File: src/rtl/qeciphy_pkg.sv
// Constants and types shared by the QEC PHY transmit inserter and receive aligner.
package qeciphy_pkg;

  localparam int TX_DATA_W = 32;

  localparam logic [TX_DATA_W-1:0] COMMA_WORD = 32'h0000_00BC;
  localparam logic [TX_DATA_W-1:0] IDLE_WORD  = 32'h0000_0000;

  typedef enum logic [1:0] {
    ST_IDLE  = 2'd0,
    ST_TRAIN = 2'd1,
    ST_DATA  = 2'd2
  } tx_comma_fsm_t;

endpackage

File: src/rtl/qeciphy_tx_comma_inserter_if.sv
// User payload stream into the TX comma inserter (valid/ready handshake).
interface qeciphy_tx_comma_inserter_if;
  import qeciphy_pkg::*;

  logic [TX_DATA_W-1:0] tx_tdata;
  logic                 tx_tvalid;
  logic                 tx_tready;

  modport master (output tx_tdata, output tx_tvalid, input  tx_tready);
  modport slave  (input  tx_tdata, input  tx_tvalid, output tx_tready);

endinterface

File: src/rtl/qeciphy_period_counter.sv
// Wrapping 0..PERIOD-1 counter with synchronous clear and a slot flag on the last count.
module qeciphy_period_counter #(
  parameter  int PERIOD = 1024,
  localparam int CNT_W  = $clog2(PERIOD)
) (
  input  logic             clk,
  input  logic             rst,
  input  logic             clear_i,
  input  logic             en_i,
  output logic [CNT_W-1:0] count_o,
  output logic             slot_o
);

  localparam logic [CNT_W-1:0] LAST = CNT_W'(PERIOD - 1);

  logic [CNT_W-1:0] count_q, count_d;

  always_comb begin
    count_d = count_q;
    if (clear_i) begin
      count_d = '0;
    end else if (en_i) begin
      count_d = (count_q == LAST) ? '0 : count_q + CNT_W'(1);
    end
  end

  always_ff @(posedge clk) begin
    if (rst) begin
      count_q <= '0;
    end else begin
      count_q <= count_d;
    end
  end

  assign count_o = count_q;
  assign slot_o  = (count_q == LAST);

endmodule

File: src/rtl/qeciphy_tx_comma_inserter.sv
// TX comma inserter: fixed-cadence comma words, idle fill while training,
// and user payload merged into the non-comma slots once in DATA.
module qeciphy_tx_comma_inserter
  import qeciphy_pkg::*;
#(
  parameter int COMMA_PERIOD      = 1024,
  parameter int MIN_TRAIN_PERIODS = 8
) (
  input  logic                  clk,
  input  logic                  rst,
  input  logic                  i_enable,
  input  logic                  i_train_req,
  input  logic                  i_remote_aligned,
  qeciphy_tx_comma_inserter_if.slave s_tx,
  output logic [TX_DATA_W-1:0]  o_tx_data,
  output logic                  o_tx_comma,
  output logic                  o_training,
  output logic                  o_data_mode
);

  localparam int PC_W = $clog2(COMMA_PERIOD);
  localparam int TC_W = $clog2(MIN_TRAIN_PERIODS + 1);
  localparam logic [TC_W-1:0] TC_MAX = TC_W'(MIN_TRAIN_PERIODS);

  tx_comma_fsm_t        state_q, state_d;
  logic [TC_W-1:0]      tc_q, tc_d;
  logic [TX_DATA_W-1:0] tx_data_q, tx_data_d;
  logic                 tx_comma_q, tx_comma_d;
  logic                 training_q, data_mode_q;
  logic [PC_W-1:0]      pc;
  logic                 slot;
  logic                 pc_clear;
  logic                 train_done;

  // Clearing on the way into IDLE as well keeps pc at 0 for every IDLE cycle,
  // so the first TRAIN cycle always starts a fresh period.
  assign pc_clear = (state_q == ST_IDLE) || (state_d == ST_IDLE);

  qeciphy_period_counter #(
    .PERIOD (COMMA_PERIOD)
  ) u_period_counter (
    .clk     (clk),
    .rst     (rst),
    .clear_i (pc_clear),
    .en_i    (1'b1),
    .count_o (pc),
    .slot_o  (slot)
  );

  // tc at MIN-1 means this slot's comma completes the training quota.
  assign train_done = slot && (tc_q >= (TC_MAX - TC_W'(1))) &&
                      i_remote_aligned && !i_train_req;

  always_comb begin
    state_d = state_q;
    if (!i_enable) begin
      state_d = ST_IDLE;
    end else begin
      case (state_q)
        ST_IDLE:  state_d = ST_TRAIN;
        ST_TRAIN: if (train_done) state_d = ST_DATA;
        ST_DATA:  if (i_train_req) state_d = ST_TRAIN;
        default:  state_d = ST_IDLE;
      endcase
    end
  end

  always_comb begin
    tc_d = '0;
    if (state_q == ST_TRAIN) begin
      tc_d = tc_q;
      if (slot && (tc_q != TC_MAX)) tc_d = tc_q + TC_W'(1);
    end
  end

  // Disable suppresses the word immediately, including a comma due this cycle.
  always_comb begin
    tx_comma_d = i_enable && slot && (state_q != ST_IDLE);
    if (tx_comma_d) begin
      tx_data_d = COMMA_WORD;
    end else if (i_enable && (state_q == ST_DATA) && s_tx.tx_tvalid) begin
      tx_data_d = s_tx.tx_tdata;
    end else begin
      tx_data_d = IDLE_WORD;
    end
  end

  always_ff @(posedge clk) begin
    if (rst) begin
      state_q     <= ST_IDLE;
      tc_q        <= '0;
      tx_data_q   <= IDLE_WORD;
      tx_comma_q  <= 1'b0;
      training_q  <= 1'b0;
      data_mode_q <= 1'b0;
    end else begin
      state_q     <= state_d;
      tc_q        <= tc_d;
      tx_data_q   <= tx_data_d;
      tx_comma_q  <= tx_comma_d;
      training_q  <= (state_q == ST_TRAIN);
      data_mode_q <= (state_q == ST_DATA);
    end
  end

  assign s_tx.tx_tready = (state_q == ST_DATA) && !slot;
  assign o_tx_data      = tx_data_q;
  assign o_tx_comma     = tx_comma_q;
  assign o_training     = training_q;
  assign o_data_mode    = data_mode_q;

  a_pc_idle_zero: assert property (@(posedge clk) disable iff (rst)
                                   (state_q == ST_IDLE) |-> (pc == '0));

endmodule
File: src/flat_wrapper.sv
// flat-port wrapper written by rule: the top's interface ports become plain ports
module qeciphy_tx_comma_inserter_flat import qeciphy_pkg::*;
#(
  parameter int COMMA_PERIOD      = 1024,
  parameter int MIN_TRAIN_PERIODS = 8
)
  (clk, rst, i_enable, i_train_req, i_remote_aligned, o_tx_data, o_tx_comma, o_training, o_data_mode, s_tx_tx_tdata, s_tx_tx_tvalid, s_tx_tx_tready);
  qeciphy_tx_comma_inserter_if s_tx_i ();
  input  logic clk;
  input  logic rst;
  input  logic i_enable;
  input  logic i_train_req;
  input  logic i_remote_aligned;
  output logic [TX_DATA_W-1:0] o_tx_data;
  output logic o_tx_comma;
  output logic o_training;
  output logic o_data_mode;
  input wire logic [$bits(s_tx_i.tx_tdata)-1:0] s_tx_tx_tdata;
  input wire logic [$bits(s_tx_i.tx_tvalid)-1:0] s_tx_tx_tvalid;
  output wire logic [$bits(s_tx_i.tx_tready)-1:0] s_tx_tx_tready;
  assign s_tx_i.tx_tdata = s_tx_tx_tdata;
  assign s_tx_i.tx_tvalid = s_tx_tx_tvalid;
  assign s_tx_tx_tready = s_tx_i.tx_tready;
  qeciphy_tx_comma_inserter #(.COMMA_PERIOD(COMMA_PERIOD), .MIN_TRAIN_PERIODS(MIN_TRAIN_PERIODS)) u_core (.clk(clk), .rst(rst), .i_enable(i_enable), .i_train_req(i_train_req), .i_remote_aligned(i_remote_aligned), .s_tx(s_tx_i), .o_tx_data(o_tx_data), .o_tx_comma(o_tx_comma), .o_training(o_training), .o_data_mode(o_data_mode));
endmodule
File: config.mk
export PLATFORM = sky130hd
export DESIGN_NAME = qeciphy_tx_comma_inserter_flat
export DESIGN_NICKNAME = d
export VERILOG_FILES = /design/src/rtl/qeciphy_pkg.sv /design/src/rtl/qeciphy_tx_comma_inserter_if.sv /design/src/rtl/qeciphy_period_counter.sv /design/src/rtl/qeciphy_tx_comma_inserter.sv /design/src/flat_wrapper.sv
export SDC_FILE = /design/constraint.sdc
export NUM_CORES = 1
export LEC_CHECK = 0
export CAP_MARGIN = 20
export CORE_UTILIZATION = 38
export CTS_CLUSTER_DIAMETER = 120
export CTS_CLUSTER_SIZE = 10
export DETAILED_ROUTE_END_ITERATION = 8
export HOLD_SLACK_MARGIN = 0.03
export PLACE_DENSITY = 0.72
export SYNTH_ARGS = -nofsm -noshare
export SYNTH_HDL_FRONTEND = slang
export SYNTH_SLANG_ARGS = --single-unit
export TNS_END_PERCENT = 50
File: constraint.sdc
create_clock -name clk -period 1.9 [get_ports clk]
set_input_delay 0.38 -clock clk [delete_from_list [all_inputs] [get_ports clk]]
set_output_delay 0.38 -clock clk [all_outputs]
set_load 0.02 [all_outputs]
==> flow_summary_export.csv, run 1 <==
group,metric,value,unit
status,status,"completed",
global_routing,grt_max_degree,33,
sta,holdWs,0.502,ns
floorplan,coreArea,4500,sq um
floorplan,start_util,40.7,%
power_and_ir_drop,switchingPower,0.373,mW
worst_setup_path,cp_top_family,"simple AND/OR/NAND/NOR gates",
yosys,ys_ff_latch,51,
yosys,async_flop_share,0,%
floorplan,die_h,71.5,um
yosys,synth_top_family_by_area,"simple AND/OR/NAND/NOR gates",
yosys,avgSynthCellArea,10.5,sq um
finish,nets,307,
finish,drive_above_1_share,13.5,%
sta,skew,0.00645,ns
placed_design,port_buffers,73,
route,post-route-drc-count,0,
cts,cts_max_path_buffers,2,
placed_design,place.gp.congestion,0.814,
worst_setup_path,r2r_setup_slack,0.25,ns
sta,maxSlewHeadroom,74.3,%
job,maxCapViolCount,0,
floorplan,rows,24,
yosys,synth-adder-area-share,2.05,%
finish,areaGrowthSynthToFinish,56.9,%
global_routing,grt_pass1_wl,6640,um
sta,tightest_slew,0.384,ns
route,via_count,1573,
yosys,syn_nets,216,
route,routed_via_density,4.93,
cts,clkTransAtPathRegs,0.09,ns
worst_setup_path,critPathArrivalTime,1.44,ns
power_and_ir_drop,irDropWorstVdd,418,uV
worst_setup_path,endpoint_kind,"output port",
power_and_ir_drop,internal_power,1.55,mW
worst_setup_path,crit_chain,"ha_1 > and4_1 > and3_4 > nor2_2 > buf_6",
route,ant_nets,0,
yosys,synthCells,175,
power_and_ir_drop,comb_power_share,5.5,%
cts,cts_made_buffers,5,
worst_setup_path,path_buf_inv,1,
yosys,synth_compound_area_share,9.62,%
global_routing,grt.total_usage,16.3,%
worst_hold_path,hold_path_class,"reg -> reg",
power_and_ir_drop,leakagePower,1.05,nW
yosys,muxShareOfSynthArea,1.09,%
worst_setup_path,cp.required,1.52,ns
finish,layout_commonest_cell,"clkdlybuf4s50_1",
power_and_ir_drop,clkPwrFrac,38.7,%
floorplan,fp.dieW,71.5,um
floorplan,dieArea,5110,sq um
power_and_ir_drop,power_density,669,nW/um^2
sta,setup_viol,0,
route,dr.pass1.iters,4,
yosys,ys_warn_count,0,
sta,finalHoldViolCount,0,
route,postRouteWirelength,4010,um
global_routing,grt_pass1_vias,1486,
finish,antenna_cells,0,
cts,clk_latency,0.30,ns
global_routing,grt_overflow_total,0,
placed_design,hpwl,2950,um
cts,cts_tree,"built",
sta,rsz0062_at_grt,"no",
cts,post_cts_buffers,0,
finish,layout.cells.most_common_list,"clkdlybuf4s50_1, dfxtp_1, nor3b_1",
sta,fin_crit_sh,95.8,%
floorplan,io_pins,74,
cts,ctsRootBufferMaster,"clkbuf_8",
worst_setup_path,critical_path.max_fanout,2,
yosys,ys_seq_area_share,55.7,%
finish,final_util,63.8,%
worst_setup_path,worstSetupPathType,"reg -> out",
sta,fin_crit,1.82,ns
yosys,netlist_area,1830,sq um
worst_setup_path,critPathSlowestCell,"dfxtp_2",
power_and_ir_drop,swShare,19.4,%
power_and_ir_drop,power_frac_seq,55.8,%
yosys,synth_xor_area_share,1.91,%
yosys,ys_types,36,
worst_setup_path,max_stage_delay,0.33,ns
sta,finalMaxSlewViolations,0,
route,wire_per_inst,12.6,um
cts,clock_sinks,51,
yosys,synth_simple_gate_area_share,25.7,%
global_routing,antenna_found_initial,0,
yosys,synth_ff_type,"dfxtp_1",
route,drt_iter0_markers,73,
yosys,synth_edf_count,0,
worst_setup_path,critPathLaunchType,"flip-flop",
sta,fmax,549,MHz
cts,h-tree-depth,2,
## per-stage QoR
stage,instances,power (mW),setup WS [ns],area [sq um],setup TNS [ns]
global placement,311,1.20,-0.107,2750,-0.107
detailed placement,311,1.20,-0.128,2750,-0.128
global route,319,2.00,0.00344,2880,0
CTS,319,1.95,0.0148,2870,0
floorplan,175,1.12,0.0179,1840,0
finish,319,1.92,0.0799,2880,0
## worst register-to-register path: stages (launching register included)
cell and delay [ns]:
dfxtp_1 0.34, ha_1 0.17, buf_4 0.14, nand4_2 0.15
or4_4 0.55, o41ai_2 0.20
## final timing paths
kind                            cells past startpoint                                           from                            to
worst max register to register                      5  u_core.u_period_counter.count_o[1]$_SDFF_PP0_  u_core.state_q[1]$_SDFF_PP0_
worst min register to register                      2                    u_core.tc_q[1]$_SDFFE_PP0P_   u_core.tc_q[1]$_SDFFE_PP0P_
worst min-delay path                                2                    u_core.tc_q[1]$_SDFFE_PP0P_   u_core.tc_q[1]$_SDFFE_PP0P_
worst max-delay path                                5  u_core.u_period_counter.count_o[0]$_SDFF_PP0_                s_tx_tx_tready
## flip-flops by register name, summed over array words and instances, names as in the netlist
signal / count
u_core.state_q: 2
u_core.o_tx_data: 32
u_core.o_training: 1
u_core.o_data_mode: 1
u_core.o_tx_comma: 1
u_core.tc_q: 4
u_core.u_period_counter.count_o: 10
## cell families after synthesis
| family | after synthesis |
|---|---|
| AOI/OAI and AO/OA | 26 |
| xor gates and xnor gates | 4 |
| adders and majority gates | 3 |
| buffers and inverters | 18 |
| DFF | 51 |
| muxes | 2 |
| and+or+nand+nor | 71 |
## power groups by stage
stage,Clock (mW),Combinational (mW),Sequential [mW]
CTS,0.770,0.106,1.07
detailed placement,0,0.106,1.10
global route,0.809,0.113,1.07
floorplan,0,0.0208,1.10
global placement,0,0.105,1.10
finish,0.745,0.105,1.07
## area by class of cell
cell class / instances / area [sq um]
repair buffers: 92 / 887
inverters: 10 / 37.5
flip-flops and latches: 51 / 1020
fillers: 391 / 1630
well taps: 52 / 65.1
clock inverters: 3 / 46.3
multi-input cells: 106 / 748
clock buffers: 5 / 68.8
## synthesized netlist by cell type (all sizes together), types with 3 or more instances
library cell / number / share of area [%]
o21ai: 5 / 1.4
clkbuf: 5 / 1.0
o31ai: 3 / 1.2
ha: 3 / 2.0
or3: 3 / 1.0
xor2: 3 / 1.4
nor3b: 29 / 12
nand2: 9 / 1.8
dfxtp: 51 / 56
nor2: 6 / 1.2
or4: 3 / 1.4
o22ai: 5 / 1.7
buf: 3 / 0.82
a21oi: 6 / 1.6
nand4: 3 / 1.7
inv: 10 / 2.0
nand3: 6 / 1.6
## per-layer routing
metal	global-route usage (%)	part of all wire, %
met5	0	0
met4	4.58	0.90
met1	20.9	45
met2	27.9	48
met3	3.66	6.0
## what timing repair did
action / in CTS / in global routing
pin swaps: 1 / 2
resized for setup: 6 / 2
endpoints found under the setup margin: 1 / 1
hold buffers: 0 / 0
No activity file was read; power rests on OpenSTA's default activity.
==> run 2: changes to the inputs <==
RECOVER_POWER = 100   (was default)
==> run 2 against run 1 <==
  * Total power shrank 0.23%
  * Die area is the same
  * Non-clock buffer count is the same
  * Sequential share of layout area grew 0.36 points
  * Utilization shrank 0.64 points
  * Routed wire length shrank 0.35%
  * Critical path depth is the same
  * First-iteration DRC count shrank 8.2%
  * Setup slack gained 0.0061 ns
  * Critical path type unchanged
  * Highest routed layer unchanged
==> flow_summary_export.csv, run 2 (synthesis gave the netlist of run 1 again) <==
group,metric,value,unit
worst_setup_path,cp.depth,5,
placed_design,place.gp.congestion,0.814,
route,post-route-drc-count,0,
power_and_ir_drop,power_density,674,nW/um^2
finish,antenna_cells,0,
worst_setup_path,worstSetupPathType,"reg -> out",
worst_setup_path,max_stage_delay,0.33,ns
power_and_ir_drop,irDropWorstVdd,417,uV
placed_design,port_buffers,73,
sta,fin_crit_sh,95.5,%
sta,holdWs,0.499,ns
floorplan,die_h,71.5,um
worst_setup_path,endpoint_kind,"output port",
status,status,"completed",
global_routing,grt_pass1_vias,1486,
worst_setup_path,critPathSlowestCell,"dfxtp_2",
sta,skew,0.00660,ns
placed_design,dp.cells,311,
worst_setup_path,r2r_setup_slack,0.18,ns
floorplan,start_util,40.7,%
worst_setup_path,cp.required,1.52,ns
worst_setup_path,crit_start,"u_core.u_period_counter.count_o[0]$_SDFF_PP0_",
finish,nets,307,
finish,largest_register_ff_count,32,
global_routing,grt.total_usage,16.3,%
sta,rsz0062_at_grt,"no",
floorplan,coreArea,4500,sq um
route,postRouteWirelength,3990,um
worst_setup_path,reg2reg_depth,5,
worst_setup_path,r2r-end,"u_core.state_q[1]$_SDFF_PP0_",
cts,cts_made_buffers,5,
route,drt_iter0_markers,67,
sta,fmax,551,MHz
floorplan,fp.dieW,71.5,um
global_routing,grt_pass1_wl,6640,um
worst_setup_path,endpoint,"s_tx_tx_tready",
route,dr.pass1.iters,4,
sta,setup_tns,0,ns
cts,h-tree-depth,2,
sta,setup_viol,0,
cts,hold_buffers,0,
worst_setup_path,path_buf_inv,1,
global_routing,grt_overflow_total,0,
worst_setup_path,critPathArrivalTime,1.43,ns
job,maxCapViolCount,0,
cts,clk_latency,0.30,ns
worst_hold_path,hold_path_class,"reg -> reg",
worst_setup_path,critical_path.max_fanout,2,
finish,layout.cells.most_common_list,"dfxtp_1, clkdlybuf4s50_1, dlygate4sd3_1",
sta,fin_crit,1.81,ns
floorplan,io_pins,74,
global_routing,antenna_found_initial,0,
cts,ctsRootBufferMaster,"clkbuf_8",
worst_setup_path,rr_startpoint,"u_core.u_period_counter.count_o[1]$_SDFF_PP0_",
sta,maxSlewHeadroom,60.8,%
power_and_ir_drop,p_total,1.92,mW
route,via_count,1567,
sta,tightest_slew,0.588,ns
worst_setup_path,crit_chain,"ha_1 > and4_1 > and3_4 > nor2_2 > buf_6",
route,routed_via_density,4.91,
power_and_ir_drop,leakagePower,1.15,nW
finish,layout_commonest_cell,"dfxtp_1",
route,wire_per_inst,12.5,um
cts,cts_tree,"built",
sta,finalHoldViolCount,0,
cts,cts_max_path_buffers,2,
floorplan,rows,24,
sta,finalMaxSlewViolations,0,
global_routing,grt_max_degree,33,
finish,finalNonFillerCells,319,
finish,drive_above_1_share,11.2,%
route,ant_nets,0,
finish,final_util,63.2,%
cts,clkTransAtPathRegs,0.09,ns
cts,clock_sinks,51,
floorplan,dieArea,5110,sq um
finish,areaGrowthSynthToFinish,55.3,%
worst_setup_path,critPathLaunchType,"flip-flop",
finish,fillers,401,
worst_setup_path,cp_top_family,"simple AND/OR/NAND/NOR gates",
placed_design,hpwl,2950,um
-- run 2: final cells by class --
cell class / count / area, sq um / area share, %
sequential: 51 / 1020 / 35.9
multi-input combinational: 106 / 733 / 25.8
tap: 52 / 65.1 / 2.29
timing repair buffer: 92 / 873 / 30.7
clock inverter: 3 / 46.3 / 1.63
inverter: 10 / 37.5 / 1.32
clock buffer: 5 / 68.8 / 2.42
-- run 2: worst min-delay path by stage --
| stage | from | endpoint | depth (start not counted) |
|---|---|---|---|
| after floorplan | rst | u_core.o_data_mode$_SDFF_PP0_ | 1 |
| after global placement | u_core.tc_q[1]$_SDFFE_PP0P_ | u_core.tc_q[1]$_SDFFE_PP0P_ | 2 |
| after detailed placement | u_core.state_q[1]$_SDFF_PP0_ | u_core.o_data_mode$_SDFF_PP0_ | 2 |
| after CTS | u_core.tc_q[1]$_SDFFE_PP0P_ | u_core.tc_q[1]$_SDFFE_PP0P_ | 2 |
| after global routing | u_core.state_q[1]$_SDFF_PP0_ | u_core.o_data_mode$_SDFF_PP0_ | 2 |
| final | u_core.tc_q[1]$_SDFFE_PP0P_ | u_core.tc_q[1]$_SDFFE_PP0P_ | 2 |
-- run 2: tightest hold or removal path, stage by stage (launching register included) --
cell and delay (ns):
dfxtp_1 0.34, nand2_1 0.06, mux2i_1 0.05
-- run 2: where the power goes --
part	internal (mW)	switching (mW)
clock network	0.396	0.347
logic	0.0808	0.0217
registers	1.07	0.00272
total	1.55	0.371
-- run 2: per-stage QoR --
step                      instance area (sq um)  worst slack, ns
after global placement                     2750           -0.107
after floorplan                            1840           0.0179
after CTS                                  2870           0.0148
final                                      2850           0.0860
after global routing                       2850          0.00557
after detailed placement                   2750           -0.128
-- run 2: what timing repair did --
action / in CTS / in global routing
pin swaps: 1 / 2
resized for setup: 6 / 2
setup endpoints to repair: 1 / 1
setup buffers: 0 / 0
-- run 2: metal layers --
layer	vias up	wire, um	track usage [%]
li1	807	-	-
met1	703	1840	20.9
met2	52	1900	27.9
met3	5	217	3.66
met4	0	36	4.58
met5	-	0	0
